<file path="src/rtl/dmio_arbiter_if.sv">
// -----------------------------------------------------------------------------
// dmio_arbiter_if
// Bundle of every signal between the two requesters, the arbiter and the
// shared data-memory/IO port.
//   Requester side : req0/1, wr0/1, addr0/1, wdata0/1 (in to the arbiter)
//                    gnt0/1, ack0/1, rdata, busy     (out of the arbiter)
//   Memory side    : mem_address, mem_data_write, mem_wr (out of the arbiter)
//                    mem_data_read                      (in to the arbiter)
// Modports:
//   slave  - the arbiter's view
//   master - the environment's view (requesters plus memory/IO block)
// Address bit ADDR_W-1 selects IO, bits ADDR_W-2:0 select DM.
// -----------------------------------------------------------------------------
interface dmio_arbiter_if #(
  parameter int ADDR_W = 13,
  parameter int DATA_W = 64
);
  logic              req0;
  logic              req1;
  logic              wr0;
  logic              wr1;
  logic [ADDR_W-1:0] addr0;
  logic [ADDR_W-1:0] addr1;
  logic [DATA_W-1:0] wdata0;
  logic [DATA_W-1:0] wdata1;
  logic              gnt0;
  logic              gnt1;
  logic              ack0;
  logic              ack1;
  logic [DATA_W-1:0] rdata;
  logic [ADDR_W-1:0] mem_address;
  logic [DATA_W-1:0] mem_data_write;
  logic              mem_wr;
  logic [DATA_W-1:0] mem_data_read;
  logic              busy;

  modport slave (
    input  req0, req1, wr0, wr1, addr0, addr1, wdata0, wdata1, mem_data_read,
    output gnt0, gnt1, ack0, ack1, rdata, mem_address, mem_data_write, mem_wr, busy
  );

  modport master (
    output req0, req1, wr0, wr1, addr0, addr1, wdata0, wdata1, mem_data_read,
    input  gnt0, gnt1, ack0, ack1, rdata, mem_address, mem_data_write, mem_wr, busy
  );
endinterface

</file>
<file path="src/rtl/dmio_arbiter.sv">
// -----------------------------------------------------------------------------
// dmio_arbiter
// Two-requester arbiter/sequencer for the shared data-memory/IO port.
// Requester 0 is the load/store stage, requester 1 the program/debug loader.
// Each access takes an ACCESS cycle (port driven, gnt pulse) followed by a
// RESP cycle (ack pulse, registered read data). Arbitration runs in IDLE and
// in RESP, so back-to-back accesses issue every second cycle.
//
// Ports:
//   clk    - clock, all state updates on the rising edge
//   rst_n  - asynchronous active-low reset
//   bus    - dmio_arbiter_if.slave: requester handshakes and memory port
//
// Build option:
//   DMIO_ARB_FIXED_PRIO_EN - when defined, requester 0 always wins a tie
//                            (last_winner is still tracked but not used).
//                            When undefined, ties are resolved round-robin.
// -----------------------------------------------------------------------------
module dmio_arbiter #(
  parameter int ADDR_W = 13,
  parameter int DATA_W = 64
) (
  input  logic          clk,
  input  logic          rst_n,
  dmio_arbiter_if.slave bus
);

  typedef enum logic [1:0] {
    ST_IDLE   = 2'd0,
    ST_ACCESS = 2'd1,
    ST_RESP   = 2'd2
  } state_t;

  state_t            state_r;
  state_t            state_nx_s;

  // Combinational decisions
  logic              any_req_s;
  logic              arb_en_s;
  logic              tie_win_s;
  logic              win_id_s;
  logic              win_wr_s;
  logic [ADDR_W-1:0] win_addr_s;
  logic [DATA_W-1:0] win_wdata_s;
  logic              gnt0_nx_s;
  logic              gnt1_nx_s;
  logic              ack0_nx_s;
  logic              ack1_nx_s;
  logic              mem_wr_nx_s;
  logic              busy_nx_s;
  logic              rdata_ld_s;

  // Latched request of the access in flight
  logic              last_winner_r;
  logic              winner_r;
  logic              wr_r;
  logic [ADDR_W-1:0] addr_r;
  logic [DATA_W-1:0] wdata_r;

  // Registered outputs
  logic [DATA_W-1:0] rdata_r;
  logic              gnt0_r;
  logic              gnt1_r;
  logic              ack0_r;
  logic              ack1_r;
  logic              mem_wr_r;
  logic              busy_r;

  // Winner selection: a lone requester always wins; tie_win decides a tie.
  function automatic logic pick_winner(input logic r0, input logic r1, input logic tie_win);
    logic w;
    if (r0 && r1) begin
      w = tie_win;
    end else if (r1) begin
      w = 1'b1;
    end else begin
      w = 1'b0;
    end
    return w;
  endfunction

`ifdef DMIO_ARB_FIXED_PRIO_EN
  // Tie-break: requester 0 always has priority.
  assign tie_win_s = 1'b0;
`else
  // Tie-break: the requester that did not win last time goes first.
  assign tie_win_s = ~last_winner_r;
`endif

  // Next-state, winner mux and next values of the registered outputs.
  always_comb begin
    state_nx_s  = state_r;
    arb_en_s    = 1'b0;
    any_req_s   = bus.req0 | bus.req1;
    win_id_s    = pick_winner(bus.req0, bus.req1, tie_win_s);
    win_wr_s    = 1'b0;
    win_addr_s  = {ADDR_W{1'b0}};
    win_wdata_s = {DATA_W{1'b0}};

    case (state_r)
      ST_IDLE, ST_RESP: begin
        if (any_req_s) begin
          arb_en_s   = 1'b1;
          state_nx_s = ST_ACCESS;
        end else begin
          state_nx_s = ST_IDLE;
        end
      end
      ST_ACCESS: begin
        // Requests seen here are not arbitrated; they are either still
        // held in RESP (and compete then) or have been withdrawn.
        state_nx_s = ST_RESP;
      end
      default: begin
        state_nx_s = ST_IDLE;
      end
    endcase

    if (win_id_s) begin
      win_wr_s    = bus.wr1;
      win_addr_s  = bus.addr1;
      win_wdata_s = bus.wdata1;
    end else begin
      win_wr_s    = bus.wr0;
      win_addr_s  = bus.addr0;
      win_wdata_s = bus.wdata0;
    end

    gnt0_nx_s   = arb_en_s & ~win_id_s;
    gnt1_nx_s   = arb_en_s &  win_id_s;
    // The write strobe only ever accompanies the ACCESS cycle of a write.
    mem_wr_nx_s = arb_en_s & win_wr_s;
    ack0_nx_s   = (state_r == ST_ACCESS) & ~winner_r;
    ack1_nx_s   = (state_r == ST_ACCESS) &  winner_r;
    rdata_ld_s  = (state_r == ST_ACCESS) & ~wr_r;
    busy_nx_s   = (state_nx_s != ST_IDLE);
  end

  // State register.
  always_ff @(posedge clk or negedge rst_n) begin
    if (!rst_n) begin
      state_r <= ST_IDLE;
    end else begin
      state_r <= state_nx_s;
    end
  end

  // Latch the winning request; the latched address/data drive the port.
  always_ff @(posedge clk or negedge rst_n) begin
    if (!rst_n) begin
      last_winner_r <= 1'b1;
      winner_r      <= 1'b0;
      wr_r          <= 1'b0;
      addr_r        <= {ADDR_W{1'b0}};
      wdata_r       <= {DATA_W{1'b0}};
    end else if (arb_en_s) begin
      last_winner_r <= win_id_s;
      winner_r      <= win_id_s;
      wr_r          <= win_wr_s;
      addr_r        <= win_addr_s;
      wdata_r       <= win_wdata_s;
    end else begin
      last_winner_r <= last_winner_r;
      winner_r      <= winner_r;
      wr_r          <= wr_r;
      addr_r        <= addr_r;
      wdata_r       <= wdata_r;
    end
  end

  // Handshake pulses, write strobe and busy flag.
  always_ff @(posedge clk or negedge rst_n) begin
    if (!rst_n) begin
      gnt0_r   <= 1'b0;
      gnt1_r   <= 1'b0;
      ack0_r   <= 1'b0;
      ack1_r   <= 1'b0;
      mem_wr_r <= 1'b0;
      busy_r   <= 1'b0;
    end else begin
      gnt0_r   <= gnt0_nx_s;
      gnt1_r   <= gnt1_nx_s;
      ack0_r   <= ack0_nx_s;
      ack1_r   <= ack1_nx_s;
      mem_wr_r <= mem_wr_nx_s;
      busy_r   <= busy_nx_s;
    end
  end

  // Read data captured at the end of a read's ACCESS cycle; held otherwise.
  always_ff @(posedge clk or negedge rst_n) begin
    if (!rst_n) begin
      rdata_r <= {DATA_W{1'b0}};
    end else if (rdata_ld_s) begin
      rdata_r <= bus.mem_data_read;
    end else begin
      rdata_r <= rdata_r;
    end
  end

  assign bus.gnt0           = gnt0_r;
  assign bus.gnt1           = gnt1_r;
  assign bus.ack0           = ack0_r;
  assign bus.ack1           = ack1_r;
  assign bus.rdata          = rdata_r;
  assign bus.mem_address    = addr_r;
  assign bus.mem_data_write = wdata_r;
  assign bus.mem_wr         = mem_wr_r;
  assign bus.busy           = busy_r;

endmodule

</file>
<file path="src/flat_wrapper.sv">
// flat-port wrapper written by rule: the top's interface ports become plain ports
module dmio_arbiter_flat 
#(
  parameter int ADDR_W = 13,
  parameter int DATA_W = 64
)
  (clk, rst_n, bus_req0, bus_req1, bus_wr0, bus_wr1, bus_addr0, bus_addr1, bus_wdata0, bus_wdata1, bus_mem_data_read, bus_gnt0, bus_gnt1, bus_ack0, bus_ack1, bus_rdata, bus_mem_address, bus_mem_data_write, bus_mem_wr, bus_busy);
  dmio_arbiter_if #(.ADDR_W(ADDR_W), .DATA_W(DATA_W)) bus_i ();
  input  logic clk;
  input  logic rst_n;
  input wire logic [$bits(bus_i.req0)-1:0] bus_req0;
  input wire logic [$bits(bus_i.req1)-1:0] bus_req1;
  input wire logic [$bits(bus_i.wr0)-1:0] bus_wr0;
  input wire logic [$bits(bus_i.wr1)-1:0] bus_wr1;
  input wire logic [$bits(bus_i.addr0)-1:0] bus_addr0;
  input wire logic [$bits(bus_i.addr1)-1:0] bus_addr1;
  input wire logic [$bits(bus_i.wdata0)-1:0] bus_wdata0;
  input wire logic [$bits(bus_i.wdata1)-1:0] bus_wdata1;
  input wire logic [$bits(bus_i.mem_data_read)-1:0] bus_mem_data_read;
  output wire logic [$bits(bus_i.gnt0)-1:0] bus_gnt0;
  output wire logic [$bits(bus_i.gnt1)-1:0] bus_gnt1;
  output wire logic [$bits(bus_i.ack0)-1:0] bus_ack0;
  output wire logic [$bits(bus_i.ack1)-1:0] bus_ack1;
  output wire logic [$bits(bus_i.rdata)-1:0] bus_rdata;
  output wire logic [$bits(bus_i.mem_address)-1:0] bus_mem_address;
  output wire logic [$bits(bus_i.mem_data_write)-1:0] bus_mem_data_write;
  output wire logic [$bits(bus_i.mem_wr)-1:0] bus_mem_wr;
  output wire logic [$bits(bus_i.busy)-1:0] bus_busy;
  assign bus_i.req0 = bus_req0;
  assign bus_i.req1 = bus_req1;
  assign bus_i.wr0 = bus_wr0;
  assign bus_i.wr1 = bus_wr1;
  assign bus_i.addr0 = bus_addr0;
  assign bus_i.addr1 = bus_addr1;
  assign bus_i.wdata0 = bus_wdata0;
  assign bus_i.wdata1 = bus_wdata1;
  assign bus_i.mem_data_read = bus_mem_data_read;
  assign bus_gnt0 = bus_i.gnt0;
  assign bus_gnt1 = bus_i.gnt1;
  assign bus_ack0 = bus_i.ack0;
  assign bus_ack1 = bus_i.ack1;
  assign bus_rdata = bus_i.rdata;
  assign bus_mem_address = bus_i.mem_address;
  assign bus_mem_data_write = bus_i.mem_data_write;
  assign bus_mem_wr = bus_i.mem_wr;
  assign bus_busy = bus_i.busy;
  dmio_arbiter #(.ADDR_W(ADDR_W), .DATA_W(DATA_W)) u_core (.clk(clk), .rst_n(rst_n), .bus(bus_i));
endmodule
</file>
<file path="config.mk">
export PLATFORM = sky130hd
export DESIGN_NAME = dmio_arbiter_flat
export DESIGN_NICKNAME = d
export VERILOG_FILES = /design/src/rtl/dmio_arbiter_if.sv /design/src/rtl/dmio_arbiter.sv /design/src/flat_wrapper.sv
export SDC_FILE = /design/constraint.sdc
export NUM_CORES = 1
export LEC_CHECK = 0
export ABC_CLOCK_PERIOD_IN_PS = 2200
export BUFFER_PORTS_ARGS = -buffer_cell sky130_fd_sc_hd__buf_2
export CORE_AREA = 4 4 143 145
export CTS_BUF_LIST = sky130_fd_sc_hd__clkbuf_4
export DETAILED_ROUTE_END_ITERATION = 8
export DIE_AREA = 0 0 147 149
export SYNTH_ARGS = -nofsm -noshare
export SYNTH_HDL_FRONTEND = slang
export SYNTH_SLANG_ARGS = --single-unit
export TNS_END_PERCENT = 20
</file>
<file path="constraint.sdc">
create_clock -name clk -period 2.2 [get_ports clk]
set_input_delay 0.66 -clock clk [delete_from_list [all_inputs] [get_ports clk]]
set_output_delay 0.66 -clock clk [all_outputs]
set_load 0.005 [all_outputs]
</file>
==> key figures <==
Global routing
  – Vias in the first global route: between 5000 and 6000
  – Largest net degree at the start of global routing: 50
  – Global route overflow: 0
  – Global-route wire length before repair: 28740 um
  – Tot GR Track Use: 0.1666
  – Initial antenna violation count: 3

Floorplan
  – I/O pins: 371
  – DIE AREA: 21900 um^2
  – Core ar.: 19210 um^2
  – Num rows: 51
  – Die width: ~150 um
  – Die height: 149 um
  – Initial Util: 0.3146

Finish
  – Fraction of layout cells with a size suffix above 1: 0.6042
  – P&R area growth vs syn: 43.20%
  – Commonest non-fill, non-tap cell in the layout: buf_2
  – Core Util, Final: 0.4505
  – Most frequent cells in the layout: buf_2 (369), dfrtp_1 (151), and2_1 (79)
  – Final #Nets: 1017

Detailed routing
  – Antenna viol nets, final: 0
  – Routed WL: between 15000 and 20000 um
  – Via-to-Cell Ratio: 4.598
  – Top routing layer used: met5
  – Routed wl met3: 1675 um
  – Met1 Wirelength: approximately 7300 um
  – DR WL met2: 9390 um
  – Drt drc: 0
  – 1st-iter DRT viols: 150
  – TritonRoute pass-1 iters: 4
  – Wirelength per Cell: about 17 um
  – DR vias: 4934

Place
  – Detailed placer's ending HPWL: 14070 um
  – Placer Congestion: 0.7547
  – I/O Buffers: 370

CTS
  – Clock Tree Buf Depth: 2
  – CTS tree: yes
  – Clk slew on worst S/H paths: roughly 0.14 ns
  – Root Driver: clkbuf_4
  – CTS buffer count: 17
  – Clk sink count: 152
  – H-Tree Depth: 4
  – Post-CTS sizing: 0
  – Clk_lat worst skew: about 0.53 ns
  – Hold-fix buffers, CTS: 1
  – Post-CTS Setup Bufs: 0

Timing
  – Clk_skew: between 0.02 and 0.025 ns
  – Slew headroom: 0.7287
  – Fin crit share: 0.7971
  – Fin crit period: about 1.8 ns
  – Pins Over Slew Limit: 0
  – Least-Margin Pin Slew: 0.4060 ns
  – RSZ-0062 raised after global routing: no
  – Hold_ws: 0.3433 ns
  – Max Clk Rate: 570.3 MHz
  – Setup TNS: 0 ns
  – Final setup violation count: 0
  – Final Hold Viols: 0

Power and ir drop
  – VDD IR max: between 0.4 and 0.5 mV
  – Sequential share of power: 0.478
  – Clk pwr share: 0.209
  – P_int: 5.918 mW
  – Leakage power total: 4.374 nW
  – Pwr per Cell Area: ~980 nW/um^2
  – Combinational Power Share: 0.313
  – Net switching power: 2.569 mW
  – Sw Ratio: 0.3027

Yosys
  – FF+latch count, synth: 152
  – Warning count from the yosys run: 0
  – Avg Inst Size Synth: 14.45 um^2
  – Syn Nets: 642
  – Synthesized instance count: roughly 420
  – Cell Area, Synth: between 6000 and 7000 um^2
  – Unique masters post-synth: 18
  – Sequential share of the synthesized area: 0.6297

Worst setup path
  – Crit path kind: reg -> out
  – Crit-path cells: buf_2
  – Critical Path Max Stage Delay: 0.43 ns
  – Critical path arrival: ~1.1 ns
  – CP Capture Type: output port
  – Reg2reg end: u_core.bus.rdata[44]
  – Worst reg-to-reg path cell count: 4
  – Slowest-stage cell, CP: dfrtp_1
  – R2R Setup Slk: 0.46 ns
  – Reg2reg start: u_core.state_r[0]
  – Worst Path Max Fanout: 2
  – CP delay by family, top: flip-flops
  – Crit path required time: roughly 1.5 ns
  – Crit start category: flop
  – Buf/Inv on CP: 1

Worst hold path
  – Hold Crit Depth: 2
  – Worst Hold End: u_core.bus.mem_data_write[23]
  – Worst Hold Class: in -> reg
  – Worst Min Path Start: bus_wdata1[23]

Run status
  – Status: finished clean

Run
  – Max cap viols: 0
[cells in the mapped netlist]
library cell	instances	area [um^2]
nor2_4	1	11.26
a22o_1	1	8.760
clkbuf_1	9	33.78
a21o_1	2	15.01
inv_2	1	3.750
inv_1	3	11.26
nand2_1	1	3.750
nand2b_1	1	6.260
dfstp_2	1	26.28
a211oi_2	1	12.51
o21bai_2	1	11.26
dfrtp_1	151	3779
and2_1	79	494.2
mux2_2	64	720.7
a221o_1	78	780.8
buf_2	22	110.1
o211a_1	1	10.01
nor2_1	1	3.750
[cell families after synthesis]
| logic type | after synthesis | synth area share |
|---|---|---|
| muxes | 64 | 0.1193 |
| AOI/OAI and AO/OA | 84 | 0.1387 |
| and+or+nand+nor | 83 | 0.08594 |
| buffers and inverters | 35 | 0.02630 |
| DFF | 152 | 0.6297 |
[area by class of cell]
cell class | instances | area, um^2
clock buffers | 19 | 142.6
clock inverters | 13 | 146.4
repair buffers | 387 | 2113
flip-flops and latches | 152 | 3805
inverters | 4 | 15.01
well taps | 265 | 331.6
multi-input cells | 231 | 2093
fillers | 1813 | 10560
diodes | 2 | 5.005
[power by group through the flow]
stage | registers (mW) | clock network, mW | logic, mW
3_5_place_dp | 4.11 | 0 | 2.72
4_1_cts | 4.07 | 1.87 | 2.72
5_1_grt | 4.19 | 1.98 | 2.91
3_3_place_gp | 4.10 | 0 | 2.68
2_1_floorplan | 4.17 | 0 | 1.14
6_report | 4.06 | 1.77 | 2.66
[worst max-delay path by stage]
stage                           endpoint  depth (start not counted)                          start  slack [ns]
3_3_place_gp   u_core.bus.mem_address[9]                          5                       bus_req1        0.29
3_5_place_dp   u_core.bus.mem_address[9]                          5                       bus_req1        0.27
6_report          bus_mem_data_write[46]                          1  u_core.bus.mem_data_write[46]        0.45
2_1_floorplan  u_core.bus.mem_address[0]                          5                       bus_req1        0.56
5_1_grt             u_core.bus.rdata[42]                          4              u_core.state_r[0]        0.33
4_1_cts           bus_mem_data_write[45]                          1  u_core.bus.mem_data_write[45]        0.36
[state kept, by name, summed over array words and instances (netlist names), 2 cells and up]
| name | count |
|---|---|
| u_core.bus.mem_data_write | 64 |
| u_core.bus.mem_address | 13 |
| u_core.bus.rdata | 64 |
| u_core.state_r | 2 |
[stage by stage]
stage | worst slack (ns) | area, um^2 | std cells | total power [mW]
4_1_cts | 0.3610 | 8647 | 1071 | 8.656
5_1_grt | 0.3309 | 8652 | 1073 | 9.081
6_report | 0.4464 | 8652 | 1073 | 8.487
2_1_floorplan | 0.5562 | 6042 | 418 | 5.314
3_5_place_dp | 0.2698 | 8348 | 1038 | 6.830
3_3_place_gp | 0.2886 | 8348 | 1038 | 6.786
[per-layer routing]
| metal | global-route usage | up-vias |
|---|---|---|
| met5 | 0 | - |
| met4 | 0.04613 | 2 |
| met3 | 0.05986 | 16 |
| met2 | 0.2816 | 235 |
| met1 | 0.2026 | 2370 |
| li1 | - | 2311 |
(Power assumes the default switching activity.)
